===== src/rtl/ysyx_23060124_wb_arb.sv =====
`default_nettype none
// +--------------------------------------------------------------------------+
// | Module      : ysyx_23060124_wb_arb                                       |
// | Description : Writeback arbiter between the EXU result path and the LSU  |
// |               load-data path. One requester is granted per cycle; the    |
// |               LSU normally has priority, but an EXU that keeps losing    |
// |               is promoted after STARVE_LIMIT consecutive losses. The     |
// |               granted request is registered onto the register-file write |
// |               port and, for EXU redirects, onto a one-cycle PC pulse.    |
// | Revision    : 1.0 - initial release                                      |
// +--------------------------------------------------------------------------+
// | Ports                                                                    |
// |   clock          in   1  single clock, rising edge                       |
// |   reset          in   1  synchronous, active-high                        |
// |   i_exu_valid    in   1  EXU writeback request                           |
// |   o_exu_ready    out  1  EXU granted this cycle (combinational)          |
// |   i_exu_rd       in   5  EXU destination register                        |
// |   i_exu_wdata    in  32  EXU result                                      |
// |   i_exu_redirect in   1  EXU request also redirects the PC               |
// |   i_exu_pc_next  in  32  redirect target                                 |
// |   i_lsu_valid    in   1  LSU writeback request                           |
// |   o_lsu_ready    out  1  LSU granted this cycle (combinational)          |
// |   i_lsu_rd       in   5  LSU destination register                        |
// |   i_lsu_wdata    in  32  load data                                       |
// |   o_rf_wen       out  1  GPR write enable (registered)                   |
// |   o_rf_waddr     out  5  GPR write address (registered)                  |
// |   o_rf_wdata     out 32  GPR write data (registered)                     |
// |   o_pc_update    out  1  one-cycle PC redirect pulse (registered)        |
// |   o_pc_next      out 32  redirect target, 0 when no pulse (registered)   |
// |   o_starve_cnt   out  3  EXU starvation count (debug)                    |
// +--------------------------------------------------------------------------+
module ysyx_23060124_wb_arb #(
   parameter int STARVE_LIMIT = 3
) (
   input  logic        clock,
   input  logic        reset,
   input  logic        i_exu_valid,
   output logic        o_exu_ready,
   input  logic [4:0]  i_exu_rd,
   input  logic [31:0] i_exu_wdata,
   input  logic        i_exu_redirect,
   input  logic [31:0] i_exu_pc_next,
   input  logic        i_lsu_valid,
   output logic        o_lsu_ready,
   input  logic [4:0]  i_lsu_rd,
   input  logic [31:0] i_lsu_wdata,
   output logic        o_rf_wen,
   output logic [4:0]  o_rf_waddr,
   output logic [31:0] o_rf_wdata,
   output logic        o_pc_update,
   output logic [31:0] o_pc_next,
   output logic [2:0]  o_starve_cnt
);

   localparam logic [0:0] S_LSU_PRI = 1'b0;
   localparam logic [0:0] S_EXU_PRI = 1'b1;

   localparam logic [2:0] C_CNT_MAX = 3'd7;
   localparam logic [2:0] C_LIMIT   = 3'(STARVE_LIMIT);

   logic [0:0]  r_state;
   logic [0:0]  w_state_nxt;
   logic [2:0]  r_starve_cnt;
   logic [2:0]  w_starve_cnt_nxt;

   logic        w_exu_grant;
   logic        w_lsu_grant;

   logic        w_wen;
   logic [4:0]  w_waddr;
   logic [31:0] w_wdata;
   logic        w_pc_update;
   logic [31:0] w_pc_next;

   logic        r_rf_wen;
   logic [4:0]  r_rf_waddr;
   logic [31:0] r_rf_wdata;
   logic        r_pc_update;
   logic [31:0] r_pc_next;

   // Grant: the priority side wins whenever it asks, the other side only
   // when the priority side is idle. Reset masks both so nothing handshakes.
   always_comb begin
      w_exu_grant = 1'b0;
      w_lsu_grant = 1'b0;
      if (!reset) begin
         if (r_state == S_EXU_PRI) begin
            w_exu_grant = i_exu_valid;
            w_lsu_grant = i_lsu_valid & ~i_exu_valid;
         end else begin
            w_lsu_grant = i_lsu_valid;
            w_exu_grant = i_exu_valid & ~i_lsu_valid;
         end
      end
   end

   // Starvation tracking. The count only survives while EXU keeps asking and
   // keeps losing; a single idle EXU cycle restarts it from zero.
   always_comb begin
      w_starve_cnt_nxt = 3'd0;
      if (i_exu_valid && !w_exu_grant) begin
         w_starve_cnt_nxt = (r_starve_cnt == C_CNT_MAX) ? C_CNT_MAX
                                                        : r_starve_cnt + 3'd1;
      end

      w_state_nxt = r_state;
      case (r_state)
         S_LSU_PRI: if (w_starve_cnt_nxt == C_LIMIT) w_state_nxt = S_EXU_PRI;
         S_EXU_PRI: if (w_exu_grant)                 w_state_nxt = S_LSU_PRI;
         default:                                    w_state_nxt = S_LSU_PRI;
      endcase
   end

   // Writeback selection. rd=0 still handshakes but never writes x0;
   // address/data are zeroed whenever no write is issued.
   always_comb begin
      w_wen       = 1'b0;
      w_waddr     = 5'd0;
      w_wdata     = 32'd0;
      w_pc_update = 1'b0;
      w_pc_next   = 32'd0;
      if (w_exu_grant) begin
         w_wen       = (i_exu_rd != 5'd0);
         w_waddr     = w_wen ? i_exu_rd : 5'd0;
         w_wdata     = w_wen ? i_exu_wdata : 32'd0;
         w_pc_update = i_exu_redirect;
         w_pc_next   = i_exu_redirect ? i_exu_pc_next : 32'd0;
      end else if (w_lsu_grant) begin
         w_wen       = (i_lsu_rd != 5'd0);
         w_waddr     = w_wen ? i_lsu_rd : 5'd0;
         w_wdata     = w_wen ? i_lsu_wdata : 32'd0;
      end
   end

   always_ff @(posedge clock) begin
      if (reset) begin
         r_state      <= S_LSU_PRI;
         r_starve_cnt <= 3'd0;
         r_rf_wen     <= 1'b0;
         r_rf_waddr   <= 5'd0;
         r_rf_wdata   <= 32'd0;
         r_pc_update  <= 1'b0;
         r_pc_next    <= 32'd0;
      end else begin
         r_state      <= w_state_nxt;
         r_starve_cnt <= w_starve_cnt_nxt;
         r_rf_wen     <= w_wen;
         r_rf_waddr   <= w_waddr;
         r_rf_wdata   <= w_wdata;
         r_pc_update  <= w_pc_update;
         r_pc_next    <= w_pc_next;
      end
   end

   assign o_exu_ready  = w_exu_grant;
   assign o_lsu_ready  = w_lsu_grant;
   assign o_rf_wen     = r_rf_wen;
   assign o_rf_waddr   = r_rf_waddr;
   assign o_rf_wdata   = r_rf_wdata;
   assign o_pc_update  = r_pc_update;
   assign o_pc_next    = r_pc_next;
   assign o_starve_cnt = r_starve_cnt;

endmodule
`default_nettype wire


===== config.mk =====
export PLATFORM = sky130hd
export DESIGN_NAME = ysyx_23060124_wb_arb
export DESIGN_NICKNAME = d
export VERILOG_FILES = /design/src/rtl/ysyx_23060124_wb_arb.sv
export SDC_FILE = /design/constraint.sdc
export NUM_CORES = 1
export LEC_CHECK = 0
export CORE_MARGIN = 1.5
export CORE_UTILIZATION = 34
export DETAILED_ROUTE_END_ITERATION = 16
export GPL_TIMING_DRIVEN = 0
export MAX_ROUTING_LAYER = met4
export PLACE_DENSITY = 0.83
export SYNTH_ARGS = -nofsm -noshare
export SYNTH_HDL_FRONTEND = slang
export SYNTH_SLANG_ARGS = --single-unit
export TNS_END_PERCENT = 20

===== constraint.sdc =====
create_clock -name clock -period 1.5 [get_ports clock]
set_input_delay 0.3 -clock clock [delete_from_list [all_inputs] [get_ports clock]]
set_output_delay 0.3 -clock clock [all_outputs]
set_load 0.005 [all_outputs]

==> results of run 1 <==
## Yosys cell counts, types with 2 or more instances
cell type and n:
a21oi_1 3, a22o_1 3, and2_1 32, buf_2 10, buf_6 6, clkbuf_1 6
clkbuf_2 2, dfxtp_1 75, inv_1 3, nand2_1 4, nand3_1 66, nor2_1 3
nor2b_1 2, o22ai_1 30, o22ai_2 3, or4_4 2
## layer usage
| layer | GRT usage (%) | share of wire [%] |
|---|---|---|
| met1 | 22.9 | 39 |
| met2 | 36.1 | 50 |
| met3 | 7.32 | 9.1 |
| met4 | 5.82 | 1.3 |
| met5 | - | 0 |
## worst paths after layout
kind,start,end,slack (ps),cells after the start
max,i_lsu_rd[1],o_rf_wdata[24]$_SDFF_PP0_,5,5
min,i_lsu_rd[0],o_rf_waddr[0]$_SDFF_PP0_,230,2
max reg2reg,r_state$_SDFF_PP0_,o_pc_next[15]$_SDFF_PP0_,70,6
min reg2reg,o_starve_cnt[2]$_SDFF_PP0_,o_starve_cnt[1]$_SDFF_PP0_,510,2
## power breakdown
part / leakage (uW) / internal [uW] / switching [uW] / total (uW)
sequential: 0.000618 / 2070 / 21.3 / 2100
combinational: 0.00177 / 473 / 227 / 700
clock: 0.0000787 / 600 / 733 / 1330
total: 0.00246 / 3150 / 981 / 4130
## registers in the layout, summed over array words and instances (netlist names)
register	count
o_starve_cnt	3
o_rf_wdata	32
o_rf_waddr	5
o_pc_next	32
o_pc_update	1
o_rf_wen	1
r_state	1
## final cells by class
class | instances | share of cell area, %
timing repair buffer | 202 | 41.3
sequential | 75 | 29.9
multi-input combinational | 157 | 19.3
buffer | 24 | 3.47
clock buffer | 10 | 2.52
tap | 99 | 2.45
clock inverter | 6 | 0.817
inverter | 3 | 0.223
## kinds of logic after synthesis
family	count (synthesis)	share of synthesized area (%)
AO/OA/AOI/OAI	42	11.2
adder cells (fa/ha/maj)	1	0.479
buffers and inverters	27	6.18
flip-flops	75	57.5
AND/OR/NAND/NOR	114	24.7
## per-stage QoR
stage | instances | utilization (%) | hold WS (ps)
6_report | 576 | 69.0 | 234
3_5_place_dp | 544 | 62.7 | 488
2_1_floorplan | 259 | - | 369
5_1_grt | 576 | 69.0 | 215
4_1_cts | 573 | 67.2 | 312
3_3_place_gp | 544 | 62.7 | 468
## what timing repair did
action | CTS | global route
pin swaps | 2 | 0
cloned | 3 | 0
buffers inserted | 10 | 3
resized for setup | 34 | 47
endpoints found under the setup margin | 65 | 87
==> flow_metrics.py, run 1 <==
metrics = {
    "final_layout": {
        "multi_input_area_um2": 976,
        "ff_latch_area_um2": 1510,
        "post-route-cell-area_um2": 5050,
        "final_common_cell": "clkdlybuf4s50_1",
        "mostFrequentLayoutCells": "clkdlybuf4s50_1 (143), dfxtp_1 (67), nand3_1 (66)",
        "diodes": 0,
        "syn_to_final_growth_pct": 93.5,
        "nets": 584,
        "fill_cells": 547,
        "final_layout_size_suffix_gt1_share_pct": 15.9,
    },
    "sta": {
        "fmax_mhz": 669,
        "tns_ps": 0,
        "clock_skew_ps": 6.32,
        "rsz0062_at_grt": "yes",
        "maxSlewViolCount": 0,
        "period_needed_ps": 1500,
        "postLayoutSetupSlackWorst_ps": 4.55,
        "setup_viol_count_final": 0,
        "max_slew_margin_pct": 69.2,
        "hold_viol": 0,
        "min_period_over_period_pct": 99.7,
        "worst_pin_slew_ps": 461,
    },
    "global_routing": {
        "antenna_found_initial": 0,
        "grt.total_usage_pct": 21.0,
        "first_global_vias": 2636,
        "grt_pass1_wl_um": 12900,
        "grt_overflow_total": 0,
        "grt_max_degree": 14,
    },
    "logic_synthesis": {
        "avgSynthCellArea_um2": 10.1,
        "async_reset_ff_share_pct": 0,
        "synth_cells": 259,
        "yosysSeqAreaShare_pct": 57.5,
        "synth_edf_count": 0,
        "syn_nets": 371,
        "yosysTopAreaCell": "dfxtp_1",
        "synthTopCellsByArea": "dfxtp_1 (57%), nand3_1 (13%), and2_1 (7.7%), o22ai_1 (7.2%), buf_6 (2.6%)",
        "synthDistinctLibCells": 25,
        "synth_top_area_share_pct": 57.5,
        "netlist_area_um2": 2610,
        "ys.flop_type": "dfxtp_1",
        "yosys_warnings": 0,
        "ys_ff_latch": 75,
    },
    "clock_tree": {
        "clk_pin_slew_ps": 80,
        "cts_buffer_depth": 2,
        "numClockSinks": 75,
        "cts_hold_buffers": 0,
        "h-tree-depth": 3,
        "worstSkewPairLatency_ps": 330,
        "cts-buffers-inserted": 9,
        "cts_tree": "yes",
        "clockRootBuffer": "clkbuf_8",
    },
    "routing": {
        "routed_wl_um": 8730,
        "drc": 0,
        "ant_nets": 0,
        "num_vias": 2768,
        "wl_per_cell_um": 15.1,
        "detail_route.vias_per_cell": 4.81,
        "drt_iter0_drc": 51,
        "dr.pass1.iters": 4,
    },
    "status": {
        "status": "finished clean",
    },
    "pwr": {
        "irDropWorstVdd_mv": 0.461,
        "power_uw": 4130,
        "p_leak_uw": 0.00246,
        "power_density_nw_per_um2": 817,
    },
    "placed_design": {
        "dp_hpwl_um": 6350,
        "numPortBuffers": 186,
        "preCtsSetupSlack_ps": -806,
        "place_congestion": 0.842,
        "place_area_um2": 4600,
    },
    "critical_path": {
        "crit_family": "simple AND/OR/NAND/NOR gates",
        "critPathRequiredTime_ps": 1720,
        "cp_slowest_cell": "or4_4",
        "critPathArrivalTime_ps": 1720,
        "cpPeakStageDelay_ps": 560,
        "worstPathCellList": "clkdlybuf4s50_1, or4_4, nor2_8, buf_6, o22ai_1",
        "criticalPathCategory": "in2reg",
        "critPathCaptureType": "register",
        "path_buf_inv": 2,
        "worst_setup_path_start_kind": "input pin",
        "crit_path_max_fanout": 10,
    },
    "run": {
        "maxCapViolCount": 0,
    },
    "die": {
        "fp.dieH_um": 90.7,
        "core-area_um2": 7330,
        "start_util_pct": 35.6,
        "rows": 31,
        "die-width_um": 90.7,
        "top_level_ports": 187,
        "die-area_um2": 8220,
    },
    "min_path": {
        "hold_class": "in2reg",
    },
}
No activity file was read; power rests on OpenSTA's default activity.
==> inputs of run 2 (changes only) <==
- CTS_CLUSTER_DIAMETER: unset -> 150
- SLEW_MARGIN: unset -> 20
==> results of run 2 <==
No change in the layout: final DEF, timing and power equal those of run 1.
==> inputs of run 3 (changes only) <==
- CORE_ASPECT_RATIO: unset -> 1.5
==> flow_metrics.py, run 3 (synthesis gave the netlist of run 1 again) <==
metrics = {
    "placed_design": {
        "numPortBuffers": 186,
        "place_congestion": 0.788,
        "dp.cells": 547,
        "dp_hpwl_um": 6630,
    },
    "global_routing": {
        "first_global_vias": 2803,
        "grt.total_usage_pct": 21.8,
        "grt_pass1_wl_um": 13000,
        "grt_max_degree": 15,
        "antenna_found_initial": 0,
        "grt_overflow_total": 0,
    },
    "die": {
        "fp.dieH_um": 110,
        "rows": 39,
        "die-area_um2": 8230,
        "die-width_um": 74.6,
        "core-area_um2": 7510,
        "top_level_ports": 187,
        "start_util_pct": 34.8,
    },
    "pwr": {
        "power_density_nw_per_um2": 972,
        "irDropWorstVdd_mv": 0.539,
        "power_uw": 4960,
        "p_leak_uw": 0.00208,
    },
    "critical_path": {
        "worst_setup_path_start_kind": "input pin",
        "critPathCaptureType": "register",
        "criticalPathCategory": "in2reg",
        "r2r_slack_ps": 110,
        "critPathArrivalTime_ps": 1700,
        "crit_path_max_fanout": 10,
        "critPathRequiredTime_ps": 1710,
    },
    "clock_tree": {
        "clockRootBuffer": "clkbuf_16",
        "worstSkewPairLatency_ps": 330,
        "h-tree-depth": 3,
        "cts_hold_buffers": 0,
        "cts-buffers-inserted": 9,
        "cts_tree": "yes",
        "clk_pin_slew_ps": 60,
        "cts_buffer_depth": 2,
        "numClockSinks": 75,
    },
    "sta": {
        "period_needed_ps": 1490,
        "setup_viol_count_final": 0,
        "max_slew_margin_pct": 84.3,
        "min_period_over_period_pct": 99.5,
        "tns_ps": 0,
        "maxSlewViolCount": 0,
        "hold_ws_ps": 259,
        "hold_viol": 0,
        "clock_skew_ps": 3.94,
        "fmax_mhz": 670,
        "worst_pin_slew_ps": 235,
        "rsz0062_at_grt": "yes",
    },
    "final_layout": {
        "mostFrequentLayoutCells": "clkdlybuf4s50_1 (173), dfxtp_1 (72), nand3_1 (66)",
        "final_common_cell": "clkdlybuf4s50_1",
        "fin_cells": 578,
        "syn_to_final_growth_pct": 95.5,
        "nets": 583,
        "final_layout_size_suffix_gt1_share_pct": 16.0,
        "diodes": 0,
    },
    "routing": {
        "wl_per_cell_um": 15.5,
        "dr.pass1.iters": 4,
        "routed_wl_um": 8940,
        "drt_iter0_drc": 132,
        "detail_route.vias_per_cell": 4.85,
        "ant_nets": 0,
        "drc": 0,
        "num_vias": 2803,
    },
    "min_path": {
        "hold_class": "in2reg",
    },
    "run": {
        "maxCapViolCount": 0,
    },
    "status": {
        "status": "finished clean",
    },
}
## run 3: worst max-delay path, stage by stage
cell	delay [ps]
clkdlybuf4s50_1	430
or4_4	500
nor2_4	120
buf_12	140
buf_8	130
o22ai_1	80
## run 3: cell type report
type	instances	area, um2
fill	585	2410
multi-input combinational	157	983
clock inverter	7	75.1
timing repair buffer	202	2000
clock buffer	9	225
sequential	75	1510
tap	102	128
inverter	3	13.8
buffer	23	175
## run 3: what timing repair did
item	CTS	global route
setup buffers	11	2
pin swaps	4	3
cloned	3	0
gates resized for setup	37	23
setup endpoints to repair	65	57
## run 3: where the power goes
part	internal [uW]	total [uW]	switching [uW]
Clock	1290	2150	853
Sequential	2080	2100	23.4
Combinational	488	715	227
Total	3860	4960	1100
## run 3: stage by stage
step           area, um2  setup slack, ps  utilization, %
2_1_floorplan       2610              168               -
3_3_place_gp        4600             -788            61.2
3_5_place_dp        4600             -811            61.2
4_1_cts             5070           -0.304            67.5
5_1_grt             5110            -14.3            67.9
6_report            5110             8.20            67.9
## run 3: metal layers
layer,vias up,GRT usage [%],share of wire [%]
met3,19,5.73,8.7
met4,0,9.74,2.4
met5,-,-,0
met2,160,38.6,54
met1,1283,22.0,35
li1,1341,-,-
## run 3: path summary, 6_finish.rpt
| check | start | to | cells after the start |
|---|---|---|---|
| setup / recovery | i_exu_rd[3] | o_rf_wdata[1]$_SDFF_PP0_ | 6 |
| hold reg to reg | o_starve_cnt[0]$_SDFF_PP0_ | o_starve_cnt[0]$_SDFF_PP0_ | 1 |
| hold / removal | i_lsu_valid | o_rf_waddr[4]$_SDFF_PP0_ | 3 |
| setup reg to reg | r_state$_SDFF_PP0_ | o_pc_next[1]$_SDFF_PP0_ | 6 |
